File: config.mk
export PLATFORM = sky130hd
export DESIGN_NAME = prbs31_adv64
export DESIGN_NICKNAME = d
export VERILOG_FILES = /design/src/rtl/gt_prbs_pkg.sv /design/src/rtl/prbs31_adv64.sv
export SDC_FILE = /design/constraint.sdc
export NUM_CORES = 1
export LEC_CHECK = 0
export CAP_MARGIN = 20
export CORE_MARGIN = 4
export CORE_UTILIZATION = 23
export DETAILED_ROUTE_END_ITERATION = 16
export GPL_TIMING_DRIVEN = 0
export PLACE_DENSITY = 0.84
export RECOVER_POWER = 50
export SLEW_MARGIN = 20
export SYNTH_ARGS = -nofsm -noshare
export SYNTH_HDL_FRONTEND = slang
export SYNTH_SLANG_ARGS = --single-unit
File: constraint.sdc
create_clock -name vclk -period 1.01
set_input_delay 0.2525 -clock vclk [all_inputs]
set_output_delay 0.2525 -clock vclk [all_outputs]
set_load 0.02 [all_outputs]
File: src/rtl/gt_prbs_pkg.sv
// Shared types and constants for the GT PRBS31 loopback checker.
// Holds the per-lane lock FSM encoding, the 64b/66b data sync header and
// the PRBS31 (x^31 + x^28 + 1) generator taps and seed.
package gt_prbs_pkg;

  typedef enum logic {
    ST_SEEK   = 1'b0,
    ST_LOCKED = 1'b1
  } lane_state_e;

  // 64b/66b sync header marking a data block.
  localparam logic [1:0] SYNC_DATA = 2'b01;

  // Polynomial exponents of x^31 + x^28 + 1; register bit index is exponent-1.
  localparam int PRBS31_TAP_A = 31;
  localparam int PRBS31_TAP_B = 28;

  localparam logic [30:0] PRBS31_SEED = 31'h7FFF_FFFF;

  // Each lane starts from a distinct state so lanes are never identical.
  function automatic logic [30:0] lane_seed(input int lane);
    return PRBS31_SEED - 31'(lane);
  endfunction

endpackage

File: src/rtl/prbs31_adv64.sv
// Combinational 64-step advance of a PRBS31 Fibonacci LFSR.
// state[30] is the oldest sequence bit, state[0] the newest. data[63] is the
// first new sequence bit (MSB first); data[30:0] is the state for the next word.
module prbs31_adv64
  import gt_prbs_pkg::*;
(
  input  logic [30:0] state,
  output logic [63:0] data
);

  // Unroll 64 LFSR steps; every step's feedback bit is also an output bit.
  always_comb begin
    logic [30:0] s;
    logic        nb;
    // NOTE: every combinational output gets a default before any branch or loop, so no path can hold a stale value and infer a latch.
    data = '0;
    s    = state;
    for (int i = 63; i >= 0; i--) begin
      nb      = s[PRBS31_TAP_A-1] ^ s[PRBS31_TAP_B-1];
      data[i] = nb;
      s       = {s[29:0], nb};
    end
  end

endmodule

==> impl_summary.log <==
INFO  metric synth.yosys.warnings = 0
INFO  metric critical_path.most_common_cell = sky130_fd_sc_hd__buf_6
INFO  metric post-dp-hpwl = 2330 µm
INFO  metric tightest_slew = 0.231 ns
INFO  metric wl_per_cell = 14.6 µm
INFO  metric slew_violations = 0
INFO  metric cts_hold_buf = 0
INFO  metric post_synth_num_cell_types = 6
INFO  metric worstSetupStartpoint = state[27]
INFO  metric crit_path_top_delay_cell = sky130_fd_sc_hd__buf_4
INFO  metric synth.avg_cell_area = 8.70 µm²
INFO  metric drc_errors = 0
INFO  metric synth_sequential_area_ratio = 0%
INFO  metric globalRoute.totalOverflow = 0
INFO  metric grt_use_total = 15.4%
INFO  metric rows = 18
INFO  metric path_delay_family = buffers and inverters
INFO  metric drtIter0Drc = 12
INFO  metric post-route-worst-setup-slack = -0.247 ns
INFO  metric average_via_count_per_standard_cell = 4.14
INFO  metric synthDominantCellAreaShare = 75.8%
INFO  metric setup.worst_path.start_class = primary input
INFO  metric timing.final.hold_violations = 0
INFO  metric globalplace.congestion = 0.744
INFO  metric vias = 881
INFO  metric floorplan.initialDensity = 24.2%
INFO  metric timing.hold.worst.class = in -> out
INFO  metric period_share = 125%
INFO  metric final_layout_size_suffix_gt1_share = 77.6%
INFO  metric rsz0062_at_grt = true
INFO  metric die-height = 59.1 µm
INFO  metric first_pass_iters = 3
INFO  metric violations = setup timing
INFO  metric final_antenna_net_count = 0
INFO  metric grt_start_max_net_pins = 6
INFO  metric timing.critical_path.fanout_max = 3
INFO  metric wire_length_of_the_first_global_routing_pass = 4340 µm
INFO  metric placement.io_buffers = 94
INFO  metric first_global_vias = 912
INFO  metric regArea = 0 µm²
INFO  metric fp.dieW = 59.1 µm
INFO  metric max-cap-violations = 0
INFO  metric finalCoreUtilization = 79.7%
INFO  metric ys_top_cells_by_area = sky130_fd_sc_hd__xor2_1, sky130_fd_sc_hd__xnor2_1, sky130_fd_sc_hd__xnor2_2, sky130_fd_sc_hd__xor2_2, sky130_fd_sc_hd__inv_1
INFO  metric routed_wl = 3120 µm
INFO  metric netlist_area = 601 µm²
INFO  metric worst-path-buf-inv = 4
INFO  metric core_region_area = 2480 µm²
INFO  metric post-place-ws = -1.30 ns
INFO  metric boundaryPins = 95
INFO  metric cp_cell_sequence = buf_12, xnor2_4, buf_6, buf_6, xnor2_2, buf_4
INFO  metric finalSetupViolations = 23
INFO  metric syn_to_layout_area_delta = 229%
INFO  metric synthCells = 69
INFO  metric antenna_found_initial = 0
INFO  metric run_status = finished with violations
INFO  metric holdWs = 0.812 ns
INFO  metric layout.nets = 216
INFO  metric hold_path.startpoint = state[25]
INFO  metric layout_min_cycle_time = 1.26 ns
INFO  metric p_total = 1650 µW
INFO  metric fmax = 795 MHz
INFO  metric cellLeakagePower = 0.000987 µW
INFO  metric timing.critical_path.arrival = 1.00 ns
INFO  metric layout.filler_cells = 170
INFO  metric worst_slew_margin_rel = 84.5%
INFO  metric ir_worst_vdd = 0.666 mV
INFO  metric pwr_density_cell = 834 nW/µm²
INFO  metric synth_area_leader_cell = sky130_fd_sc_hd__xor2_1
INFO  metric setup.worst_path.class = in -> out
INFO  metric crit_required = 0.76 ns
INFO  metric die_area = 3490 µm²
INFO  metric endpoint_kind = primary output
INFO  metric cpPeakStageDelay = 0.16 ns
INFO  metric sequential_cell_total = 0
INFO  metric clock_buffer_count = 0
INFO  metric synth_fp_nets = 100
INFO  metric inserted_diodes = 0
[final cells by class]
cell class / instances / area (µm²) / area share (%)
buffer: 1 / 11.3 / 0.570
inverter: 3 / 11.3 / 0.570
multi-input combinational: 65 / 870 / 44.0
tap: 30 / 37.5 / 1.90
timing repair buffer: 114 / 1040 / 52.9
[stage by stage]
| stage | instances | setup TNS [ns] | cell area, µm² |
|---|---|---|---|
| 2_1_floorplan | 69 | -0.0981 | 825 |
| 3_3_place_gp | 193 | -63.00 | 1800 |
| 3_5_place_dp | 193 | -64.12 | 1800 |
| 4_1_cts | 209 | -2.42 | 1770 |
| 5_1_grt | 213 | -3.84 | 1970 |
| 6_report | 213 | -3.16 | 1970 |
[power breakdown]
part / internal (µW) / total, µW / switching [µW]
sequential: 0 / 0 / 0
clock: 0 / 0 / 0
combinational: 818 / 1650 / 828
[cell families after synthesis]
logic type	count (synthesis)	share of synthesized area, %
buf+inv	4	2.71
xor+xnor	65	97.3
[layer usage]
metal  global-route usage (%)  vias up  part of all wire (%)
met5                        0        -                     0
met4                        0        0                     0
met3                     3.05        0                    12
met2                     31.5       60                    56
met1                     17.0      402                    32
li1                         -      419                     -
[timing repair]
item | 4_1_cts | 5_1_grt
resized for setup | 483 | 64
pin swaps | 14 | 18
buffers inserted | 16 | 7
setup endpoints to repair | 64 | 47
[cells in the final DEF (no fill, tap or decap)]
cell type	netlist	layout
sky130_fd_sc_hd__buf_4	0	48
sky130_fd_sc_hd__xor2_1	52	40
sky130_fd_sc_hd__buf_6	0	30
sky130_fd_sc_hd__buf_2	1	16
sky130_fd_sc_hd__buf_12	0	9
sky130_fd_sc_hd__xnor2_2	1	8
sky130_fd_sc_hd__xor2_2	1	7
sky130_fd_sc_hd__xor2_4	0	6
sky130_fd_sc_hd__clkbuf_2	0	6
sky130_fd_sc_hd__xnor2_4	0	4
sky130_fd_sc_hd__clkbuf_4	0	3
sky130_fd_sc_hd__buf_8	0	3
sky130_fd_sc_hd__inv_2	0	2
sky130_fd_sc_hd__inv_1	3	1
[synth_stat cells, drive strengths merged]
cell and count:
xnor2 12, inv 3, xor2 53, buf 1
[final timing paths]
kind / end / slack [ns] / cells past startpoint
min: data[27] / 0.81 / 3
max: data[7] / -0.25 / 6
[worst min-delay path, cell delays in order]
cell,delay [ns]
sky130_fd_sc_hd__buf_12,0.09
sky130_fd_sc_hd__xor2_1,0.06
sky130_fd_sc_hd__clkbuf_2,0.15
No activity file was read; power rests on OpenSTA's default activity.
